==> config.mk <==
export PLATFORM = sky130hd
export DESIGN_NAME = sync_e1of2_tx
export DESIGN_NICKNAME = d
export VERILOG_FILES = /design/src/rtl/sync_e1of2_tx.sv
export SDC_FILE = /design/constraint.sdc
export NUM_CORES = 1
export LEC_CHECK = 0
export CORE_UTILIZATION = 35
export CTS_BUF_LIST = sky130_fd_sc_hd__clkbuf_4
export CTS_CLUSTER_DIAMETER = 40
export DETAILED_ROUTE_END_ITERATION = 8
export GPL_TIMING_DRIVEN = 0
export PLACE_DENSITY = 0.7
export SYNTH_ARGS = -nofsm -noshare
export SYNTH_HDL_FRONTEND = slang
export SYNTH_SLANG_ARGS = --single-unit
==> constraint.sdc <==
create_clock -name CLK -period 2.2 [get_ports CLK]
set_input_delay 0.44 -clock CLK [delete_from_list [all_inputs] [get_ports CLK]]
set_output_delay 0.44 -clock CLK [all_outputs]
set_load 0.1 [all_outputs]
==> src/rtl/sync_e1of2_tx.sv <==
// Clocked-to-asynchronous transmit bridge: queues W-bit flits from a valid/ready
// port and emits them as dual-rail e1of2 tokens under a four-phase enable handshake.
module sync_e1of2_tx #(
    parameter int W           = 9,
    parameter int DEPTH       = 4,
    parameter int SYNC_STAGES = 2
) (
    input  logic             CLK,
    input  logic             RESET,
    input  logic [W-1:0]     in_data,
    input  logic             in_valid,
    output logic             in_ready,
    output logic [2*W-1:0]   out_d,
    input  logic             out_e,
    output logic [15:0]      tx_count,
    output logic [1:0]       dbg_state
);

    localparam int AW = $clog2(DEPTH);
    localparam logic [AW:0] PTR_ONE  = (AW+1)'(1);
    localparam logic [AW:0] FULL_CNT = (AW+1)'(DEPTH);

    typedef enum logic [1:0] {
        NEUTRAL = 2'd0,
        DATA    = 2'd1,
        WAIT_E  = 2'd2
    } state_t;

    state_t                 state_q, state_d;
    logic [W-1:0]           mem_q [DEPTH];
    logic [AW:0]            wr_ptr_q, wr_ptr_d;
    logic [AW:0]            rd_ptr_q, rd_ptr_d;
    logic [SYNC_STAGES-1:0] sync_q, sync_d;
    logic [2*W-1:0]         out_d_q, out_d_d;
    logic [15:0]            tx_count_q, tx_count_d;

    logic [AW:0]            count;
    logic                   full;
    logic                   empty;
    logic                   push;
    logic                   pop;
    logic                   e_s;
    logic [W-1:0]           head;

    function automatic logic [2*W-1:0] encode(input logic [W-1:0] w);
        logic [2*W-1:0] r;
        r = '0;
        for (int i = 0; i < W; i++) begin
            r[2*i]   = ~w[i];
            r[2*i+1] = w[i];
        end
        return r;
    endfunction

    // Occupancy comes only from registered pointers, so a same-cycle pop never frees a slot.
    assign count = wr_ptr_q - rd_ptr_q;
    assign full  = (count == FULL_CNT);
    assign empty = (count == '0);
    assign push  = in_valid && !full;
    assign e_s   = sync_q[SYNC_STAGES-1];
    assign head  = mem_q[rd_ptr_q[AW-1:0]];

    assign in_ready  = !full;
    assign out_d     = out_d_q;
    assign tx_count  = tx_count_q;
    assign dbg_state = state_q;

    always_comb begin
        sync_d = {sync_q[SYNC_STAGES-2:0], out_e};
    end

    always_comb begin
        state_d    = state_q;
        out_d_d    = out_d_q;
        tx_count_d = tx_count_q;
        pop        = 1'b0;
        case (state_q)
            NEUTRAL: begin
                if (e_s && !empty) begin
                    pop     = 1'b1;
                    out_d_d = encode(head);
                    state_d = DATA;
                end
            end
            DATA: begin
                if (!e_s) begin
                    out_d_d    = '0;
                    tx_count_d = tx_count_q + 16'd1;
                    state_d    = WAIT_E;
                end
            end
            WAIT_E: begin
                if (e_s) begin
                    state_d = NEUTRAL;
                end
            end
            default: begin
                out_d_d = '0;
                state_d = NEUTRAL;
            end
        endcase
    end

    always_comb begin
        wr_ptr_d = wr_ptr_q;
        rd_ptr_d = rd_ptr_q;
        if (push) begin
            wr_ptr_d = wr_ptr_q + PTR_ONE;
        end
        if (pop) begin
            rd_ptr_d = rd_ptr_q + PTR_ONE;
        end
    end

    always_ff @(posedge CLK) begin
        if (RESET) begin
            state_q    <= NEUTRAL;
            wr_ptr_q   <= '0;
            rd_ptr_q   <= '0;
            sync_q     <= '0;
            out_d_q    <= '0;
            tx_count_q <= '0;
        end else begin
            state_q    <= state_d;
            wr_ptr_q   <= wr_ptr_d;
            rd_ptr_q   <= rd_ptr_d;
            sync_q     <= sync_d;
            out_d_q    <= out_d_d;
            tx_count_q <= tx_count_d;
        end
    end

    // Storage needs no reset: emptiness is tracked by the pointers alone.
    always_ff @(posedge CLK) begin
        if (!RESET && push) begin
            mem_q[wr_ptr_q[AW-1:0]] <= in_data;
        end
    end

endmodule

==> out/qor.json, run 1 <==
{
  "vias_in_the_first_global_route": {"value": 2307},
  "place.port_buffers": {"value": 49},
  "p_clk_share": {"value": 29.5, "unit": "%"},
  "groute.usage.overall": {"value": 13.9, "unit": "%"},
  "yosys.area_share.adder": {"value": 2.94, "unit": "%"},
  "cts-root-to-sink-buffers": {"value": 2},
  "worst_hold_startpoint": {"value": "sync_q[0]$_SDFF_PP0_"},
  "power.switching": {"value": 818, "unit": "uW"},
  "cts_root_buffer": {"value": "sky130_fd_sc_hd__clkbuf_4"},
  "multi_input_comb_area": {"value": 0.00137, "unit": "mm2"},
  "critPathLaunch": {"value": "tx_count[3]$_SDFFE_PP0P_"},
  "power.share.switching": {"value": 29.0, "unit": "%"},
  "register_clock_pin_slew_on_the_reported_worst_setup_and_hold_paths": {"value": 0.15, "unit": "ns"},
  "avgSynthCellArea": {"value": 11.7, "unit": "um2"},
  "stdcell_area": {"value": 0.00425, "unit": "mm2"},
  "compound_gate_fraction_of_synth_area": {"value": 6.76, "unit": "%"},
  "die_height": {"value": 101, "unit": "um"},
  "synth.top_cells.by_area": {"value": "sky130_fd_sc_hd__edfxtp_1, sky130_fd_sc_hd__dfxtp_1, sky130_fd_sc_hd__mux4_2, sky130_fd_sc_hd__nand2_1, sky130_fd_sc_hd__mux2i_1"},
  "final_max_slew_viol_count": {"value": 0},
  "proportion_of_power_drawn_by_combinational_gates": {"value": 12.0, "unit": "%"},
  "worst_rel_slew_slack": {"value": 35.3, "unit": "%"},
  "design.final.nets": {"value": 374},
  "synth_area": {"value": 0.00341, "unit": "mm2"},
  "critPathLaunchType": {"value": "flop"},
  "finalHoldViolations": {"value": 0},
  "final_cells": {"value": 487},
  "cts_made_buffers": {"value": 9},
  "grt_setup_unrepaired": {"value": "false"},
  "ys_seq_elements": {"value": 82},
  "route.detailed.vias_per_inst": {"value": 4.86},
  "seqPwrFrac": {"value": 58.4, "unit": "%"},
  "die_width": {"value": 101, "unit": "um"},
  "maximum_number_of_pins_on_one_net_before_global_route_repair": {"value": 18},
  "yosys-mux-area-fraction": {"value": 11.2, "unit": "%"},
  "numPlacedInstances": {"value": 469},
  "totalWireLength": {"value": 6650, "unit": "um"},
  "avgRoutedWirePerCell": {"value": 13.7, "unit": "um"},
  "dominant_combinational_cell_family_by_area_after_synthesis": {"value": "simple AND/OR/NAND/NOR gates"},
  "dp_wirelength": {"value": 4670, "unit": "um"},
  "global_placer_s_final_weighted_congestion": {"value": 0.741},
  "async_flop_share": {"value": 0, "unit": "%"},
  "cpLargestDelayFamily": {"value": "buffers and inverters"},
  "power.density_cell_area": {"value": 664, "unit": "mW/mm2"},
  "critical_path.slowest_cell": {"value": "sky130_fd_sc_hd__clkdlybuf4s15_1"},
  "period_share": {"value": 96.3, "unit": "%"},
  "drtIter0Drc": {"value": 78},
  "synth_largest_area_cell": {"value": "sky130_fd_sc_hd__edfxtp_1"},
  "core_area": {"value": 0.00933, "unit": "mm2"},
  "die_area": {"value": 0.0101, "unit": "mm2"},
  "antenna_violations_before_repair": {"value": 0},
  "dr.pass1.iters": {"value": 4},
  "post_synth_num_cell_types": {"value": 36},
  "worstSetupPathType": {"value": "reg -> out"},
  "clock_skew": {"value": 0.0133, "unit": "ns"},
  "cts-hold-fix-buffers": {"value": 0},
  "synth_sequential_area_ratio": {"value": 58.8, "unit": "%"},
  "setup_violations": {"value": 0},
  "maximum_frequency_from_static_timing_analysis": {"value": 0.472, "unit": "GHz"},
  "filler_cell_count": {"value": 898},
  "htree_levels": {"value": 3},
  "wp_data_arrival": {"value": 1.68, "unit": "ns"},
  "grt_remaining_overflow": {"value": 0},
  "timing.rr.start": {"value": "wr_ptr_q[0]$_SDFFE_PP0P_"},
  "setup.worst_path.end_class": {"value": "primary output"},
  "dpl_cell_area": {"value": 0.00410, "unit": "mm2"},
  "finalPower": {"value": 2820, "unit": "uW"},
  "cpPeakStageDelay": {"value": 0.84, "unit": "ns"},
  "insertion_delay": {"value": 0.41, "unit": "ns"},
  "netlist_instances": {"value": 291},
  "cts.sink_count": {"value": 82},
  "final.min_clock_period": {"value": 2.12, "unit": "ns"},
  "power.leakage": {"value": 0.00161, "unit": "uW"},
  "worstMarginPinSlew": {"value": 0.974, "unit": "ns"},
  "wire_length_of_the_first_global_routing_pass": {"value": 11000, "unit": "um"},
  "crit_fanout": {"value": 7},
  "hold_class": {"value": "reg -> reg"},
  "start_util": {"value": 36.5, "unit": "%"},
  "areaGrowthSynthToFinish": {"value": 24.6, "unit": "%"},
  "critPathRequiredTime": {"value": 1.76, "unit": "ns"},
  "vdd.ir_drop.worst": {"value": 356, "unit": "uV"},
  "synth_edf_count": {"value": 36},
  "max_cap_viol_count": {"value": 0},
  "synth_ff_type": {"value": "sky130_fd_sc_hd__dfxtp_1"},
  "insertedDiodeCount": {"value": 0},
  "seq_area": {"value": 0.00202, "unit": "mm2"},
  "synth-simple-area-share": {"value": 14.7, "unit": "%"},
  "synth.top_cell.area_share": {"value": 31.7, "unit": "%"},
  "synth_fp_nets": {"value": 312},
  "vias": {"value": 2366},
  "crit_path_cell_trace": {"value": "clkdlybuf4s15_1"},
  "outcome": {"value": "finished, final reports clean"},
  "cellInternalPower": {"value": 2000, "unit": "uW"},
  "layout.cells.most_common_list": {"value": "sky130_fd_sc_hd__nand2_1, sky130_fd_sc_hd__edfxtp_1, sky130_fd_sc_hd__dfxtp_1"},
  "boundaryPins": {"value": 50},
  "final_layout_size_suffix_gt1_share": {"value": 18.2, "unit": "%"},
  "yosysWarningCount": {"value": 0},
  "remaining_drc_errors": {"value": 0},
  "finalHoldWorstSlack": {"value": 0.457, "unit": "ns"},
  "cts_tree": {"value": "yes"},
  "path_buf_inv": {"value": 1},
  "post_synth_xor_area_fraction": {"value": 3.08, "unit": "%"},
  "ant_nets": {"value": 0},
  "floorplan.rows": {"value": 35}
}
## power groups by stage
stage | Clock [uW] | Sequential, uW | Combinational, uW
2_1_floorplan | 0 | 1760 | 154
3_3_place_gp | 0 | 1680 | 326
3_5_place_dp | 0 | 1680 | 331
4_1_cts | 861 | 1650 | 334
5_1_grt | 934 | 1650 | 366
6_report | 832 | 1650 | 338
## path summary, 6_finish.rpt
check                          endpoint  slack, ns  depth (start not counted)
setup / recovery            tx_count[3]       0.08                          1
hold / removal     sync_q[1]$_SDFF_PP0_       0.46                          1
setup reg to reg  mem_q[2][1]$_DFFE_PP_       0.11                          7
hold reg to reg    sync_q[1]$_SDFF_PP0_       0.46                          1
## cell usage after synthesis (all sizes together) (3+ instances only)
master and count:
dfxtp 46, edfxtp 36, nand2 36, nor2 28, o21ai 13, clkbuf 11, mux2i 11, o211ai 10
mux4 9, xnor2 9, ha 8, inv 7, nor2b 7, a21oi 6, mux2 6, nand3 6
nor3 6, buf 4, nand4 4, or3 4, and2 3, o31ai 3, or4 3, xor2 3
## metal layers
metal / wire, um / vias to the layer above / global-route usage (%) / share of wire (%)
met1: 3010 / 1142 / 17.3 / 45
met5: 0 / - / 0 / 0
li1: - / 1180 / - / -
met4: 51 / 0 / 4.35 / 0.77
met3: 196 / 2 / 3.47 / 2.9
met2: 3390 / 42 / 23.8 / 51
## sequential cells by signal (all words and copies together) (netlist names), named ones only
register and cells:
tx_count 16, dbg_state 2, out_d 18, wr_ptr_q 3, rd_ptr_q 3, mem_q 36
sync_q 2
## logic make-up after synthesis
kind of cell	after synthesis
flip-flops	82
adder cells (fa/ha/maj)	8
buffers and inverters	22
XOR/XNOR	12
AND/OR/NAND/NOR	104
multiplexers	26
AO/OA/AOI/OAI	37
## metrics by stage
stage                     setup WS [ns]  setup TNS, ns  utilization [%]
final                            0.0811              0             45.5
after global placement           -0.668         -19.09             44.0
after detailed placement         -0.716         -20.77             44.0
after floorplan                  0.0309              0                -
after CTS                       -0.0143        -0.0143             45.3
after global routing            0.00189              0             45.5
## final cells by class
cell class / instances / share of cell area (%)
clock inverter: 7 / 1.59
tap: 129 / 3.80
clock buffer: 9 / 1.59
multi-input combinational: 187 / 32.3
timing repair buffer: 51 / 10.9
inverter: 7 / 0.619
sequential: 82 / 47.6
buffer: 15 / 1.53
## what timing repair did
action / 4_1_cts / 5_1_grt
setup endpoints to repair: 73 / 41
setup buffers: 1 / 1
pin swaps: 1 / 2
gates resized for setup: 56 / 17
Note: power is estimated with default switching activity, not from simulation.
==> run 2, diff against run 1 <==
--- a/config.mk
+++ b/config.mk
@@ -5,12 +5,13 @@
 export SDC_FILE = /design/constraint.sdc
 export NUM_CORES = 1
 export LEC_CHECK = 0
-export CORE_UTILIZATION = 35
+export CORE_UTILIZATION = 50
 export CTS_BUF_LIST = sky130_fd_sc_hd__clkbuf_4
 export CTS_CLUSTER_DIAMETER = 40
 export DETAILED_ROUTE_END_ITERATION = 8
 export GPL_TIMING_DRIVEN = 0
-export PLACE_DENSITY = 0.7
+export MAX_ROUTING_LAYER = met4
+export PLACE_DENSITY = 0.89
 export SYNTH_ARGS = -nofsm -noshare
 export SYNTH_HDL_FRONTEND = slang
 export SYNTH_SLANG_ARGS = --single-unit
==> out/qor.json, run 2 (same netlist as run 1, synthesis figures left out) <==
{
  "pre_cts_ws": {"value": -0.564, "unit": "ns", "change": "was -0.716 ns"},
  "crit_fanout": {"value": 2, "change": "was 7"},
  "design.final.nets": {"value": 376, "change": "was 374"},
  "maximum_number_of_pins_on_one_net_before_global_route_repair": {"value": 19, "change": "was 18"},
  "antenna_violations_before_repair": {"value": 0, "change": "unchanged"},
  "route.detailed.vias_per_inst": {"value": 5.54, "change": "was 4.86"},
  "timing.rr.start": {"value": "wr_ptr_q[0]$_SDFFE_PP0P_", "change": "unchanged"},
  "core_area": {"value": 0.00646, "unit": "mm2", "change": "was 0.00933 mm2"},
  "vias": {"value": 2419, "change": "was 2366"},
  "numPlacedInstances": {"value": 417, "change": "was 469"},
  "worstMarginPinSlew": {"value": 0.979, "unit": "ns", "change": "was 0.974 ns"},
  "power.density_cell_area": {"value": 686, "unit": "mW/mm2", "change": "was 664 mW/mm2"},
  "groute.usage.overall": {"value": 21.4, "unit": "%", "change": "was 13.9%"},
  "floorplan.rows": {"value": 29, "change": "was 35"},
  "boundaryPins": {"value": 50, "change": "unchanged"},
  "clock_skew": {"value": 0.0228, "unit": "ns", "change": "was 0.0133 ns"},
  "dp_wirelength": {"value": 4740, "unit": "um", "change": "was 4670 um"},
  "critPathRequiredTime": {"value": 1.76, "unit": "ns", "change": "about the same"},
  "dr.pass1.iters": {"value": 6, "change": "was 4"},
  "htree_levels": {"value": 3, "change": "unchanged"},
  "finalWorstSetupSlack": {"value": 0.0461, "unit": "ns", "change": "was 0.0811 ns"},
  "final_max_slew_viol_count": {"value": 0, "change": "unchanged"},
  "ant_nets": {"value": 0, "change": "unchanged"},
  "setup_violations": {"value": 0, "change": "unchanged"},
  "vias_in_the_first_global_route": {"value": 2425, "change": "was 2307"},
  "maximum_frequency_from_static_timing_analysis": {"value": 0.464, "unit": "GHz", "change": "was 0.472 GHz"},
  "path_buf_inv": {"value": 1, "change": "unchanged"},
  "max_ffs_per_register": {"value": 36, "change": "unchanged"},
  "final_cells": {"value": 437, "change": "was 487"},
  "violations": {"value": "design-rule violations"},
  "drtIter0Drc": {"value": 134, "change": "was 78"},
  "final.min_clock_period": {"value": 2.15, "unit": "ns", "change": "was 2.12 ns"},
  "worst_r2r_endpoint": {"value": "mem_q[1][3]$_DFFE_PP_", "change": "was mem_q[2][1]$_DFFE_PP_"},
  "totalWireLength": {"value": 6850, "unit": "um", "change": "was 6650 um"},
  "worst_hold_startpoint": {"value": "out_d[4]$_SDFFE_PP0P_", "change": "was sync_q[0]$_SDFF_PP0_"},
  "insertion_delay": {"value": 0.46, "unit": "ns", "change": "was 0.41 ns"},
  "remaining_drc_errors": {"value": 6, "change": "was 0"},
  "register_clock_pin_slew_on_the_reported_worst_setup_and_hold_paths": {"value": 0.15, "unit": "ns", "change": "about the same"},
  "hold-path-endpoint": {"value": "out_d[4]$_SDFFE_PP0P_", "change": "was sync_q[1]$_SDFF_PP0_"},
  "cts_made_buffers": {"value": 9, "change": "unchanged"},
  "cpLargestDelayFamily": {"value": "buffers and inverters", "change": "unchanged"},
  "finalHoldWorstSlack": {"value": 0.466, "unit": "ns", "change": "was 0.457 ns"},
  "die_height": {"value": 84.5, "unit": "um", "change": "was 101 um"},
  "place.port_buffers": {"value": 49, "change": "unchanged"},
  "setup.worst_path.end_class": {"value": "primary output", "change": "unchanged"},
  "start_util": {"value": 52.8, "unit": "%", "change": "was 36.5%"},
  "cts.sink_count": {"value": 82, "change": "unchanged"},
  "die_width": {"value": 84.5, "unit": "um", "change": "was 101 um"},
  "global_placer_s_final_weighted_congestion": {"value": 0.787, "change": "was 0.741"},
  "worst-r2r-setup-slack": {"value": 0.11, "unit": "ns", "change": "about the same"},
  "power.leakage": {"value": 0.00161, "unit": "uW", "change": "about the same"},
  "areaGrowthSynthToFinish": {"value": 24.0, "unit": "%", "change": "was 24.6%"},
  "finalHoldViolations": {"value": 0, "change": "unchanged"},
  "grt_remaining_overflow": {"value": 0, "change": "unchanged"},
  "reg2reg_depth": {"value": 7, "change": "unchanged"},
  "avgRoutedWirePerCell": {"value": 15.7, "unit": "um", "change": "was 13.7 um"},
  "wire_length_of_the_first_global_routing_pass": {"value": 11400, "unit": "um", "change": "was 11000 um"},
  "wp_data_arrival": {"value": 1.71, "unit": "ns", "change": "was 1.68 ns"},
  "layout.cells.most_common_list": {"value": "sky130_fd_sc_hd__nand2_1, sky130_fd_sc_hd__edfxtp_1, sky130_fd_sc_hd__dfxtp_1", "change": "unchanged"},
  "final_layout_size_suffix_gt1_share": {"value": 19.2, "unit": "%", "change": "was 18.2%"},
  "worstSetupPathType": {"value": "reg -> out", "change": "unchanged"},
  "outcome": {"value": "complete, but fails checks", "change": "was finished, final reports clean"},
  "critical_path.slowest_cell": {"value": "sky130_fd_sc_hd__dlygate4sd2_1", "change": "was sky130_fd_sc_hd__clkdlybuf4s15_1"},
  "hold_class": {"value": "reg -> reg", "change": "unchanged"},
  "vdd.ir_drop.worst": {"value": 616, "unit": "uV", "change": "was 356 uV"},
  "cpPeakStageDelay": {"value": 0.87, "unit": "ns", "change": "was 0.84 ns"},
  "cts-root-to-sink-buffers": {"value": 2, "change": "unchanged"},
  "max_cap_viol_count": {"value": 0, "change": "unchanged"},
  "insertedDiodeCount": {"value": 0, "change": "unchanged"},
  "min_path_cells": {"value": 2, "change": "was 1"},
  "cts_tree": {"value": "yes", "change": "unchanged"},
  "period_share": {"value": 97.9, "unit": "%", "change": "was 96.3%"},
  "critPathLaunchType": {"value": "flop", "change": "unchanged"},
  "crit_path_cell_trace": {"value": "dlygate4sd2_1", "change": "was clkdlybuf4s15_1"},
  "cts_root_buffer": {"value": "sky130_fd_sc_hd__clkbuf_4", "change": "unchanged"},
  "die_area": {"value": 0.00715, "unit": "mm2", "change": "was 0.0101 mm2"},
  "worst_rel_slew_slack": {"value": 35.0, "unit": "%", "change": "was 35.3%"}
}
run 2: cell count changes in the layout (fill, tap and decap cells not counted), moves of 2 or more:
| cell | change |
|---|---|
| sky130_fd_sc_hd__clkdlybuf4s15_1 | +3 |
| sky130_fd_sc_hd__dlygate4sd2_1 | -3 |
| sky130_fd_sc_hd__inv_6 | -3 |
| sky130_fd_sc_hd__inv_8 | +3 |
| sky130_fd_sc_hd__buf_4 | +2 |
| sky130_fd_sc_hd__clkbuf_2 | -2 |
| sky130_fd_sc_hd__dfxtp_1 | -2 |
| sky130_fd_sc_hd__dfxtp_2 | +2 |
run 2: area by class of cell:
type	instances	area, um2
well taps	77	96.3
multi-input cells	187	1380
clock inverters	7	76.3
clock buffers	9	67.6
flip-flops and latches	82	2020
repair buffers	53	488
fillers	493	2230
inverters	7	28.8
plain buffers	15	63.8
run 2: how the worst max path moves through the flow:
stage / start / end / slack [ns] / depth (start not counted)
after global placement: RESET / mem_q[3][1]$_DFFE_PP_ / -0.56 / 4
final: out_d[7]$_SDFFE_PP0P_ / out_d[7] / 0.05 / 1
after CTS: wr_ptr_q[0]$_SDFFE_PP0P_ / in_ready / -0.06 / 6
after floorplan: wr_ptr_q[0]$_SDFFE_PP0P_ / mem_q[3][0]$_DFFE_PP_ / 0.03 / 6
after global routing: wr_ptr_q[0]$_SDFFE_PP0P_ / in_ready / -0.03 / 6
after detailed placement: RESET / mem_q[3][1]$_DFFE_PP_ / -0.56 / 4
run 2: per-layer routing:
layer / wire length [um] / vias up / track usage, %
li1: - / 1175 / -
met1: 2920 / 1164 / 24.8
met2: 3440 / 68 / 34.9
met3: 342 / 12 / 5.90
met4: 150 / 0 / 9.71
met5: 0 / - / -
run 2: power breakdown:
| group | internal, uW | switching (uW) | total, uW | leakage (uW) |
|---|---|---|---|---|
| Clock | 275 | 624 | 899 | 0.0000796 |
| Sequential | 1630 | 20.2 | 1650 | 0.000706 |
| Combinational | 115 | 235 | 350 | 0.000825 |
run 2: through the flow:
step	total power [uW]	cell area [um2]	setup TNS, ns	utilization (%)
final	2900	4220	0	65.4
after global routing	3000	4220	-0.0301	65.4
after CTS	2890	4170	-0.0602	64.6
after detailed placement	2010	4040	-14.58	62.5
after global placement	2000	4040	-15.13	62.5
after floorplan	1910	3450	0	-
run 2: what timing repair did:
item | 4_1_cts | 5_1_grt
resized for setup | 57 | 22
setup buffers | 1 | 3
hold buffers | 0 | 0
setup endpoints to repair | 73 | 49
pin swaps | 1 | 1
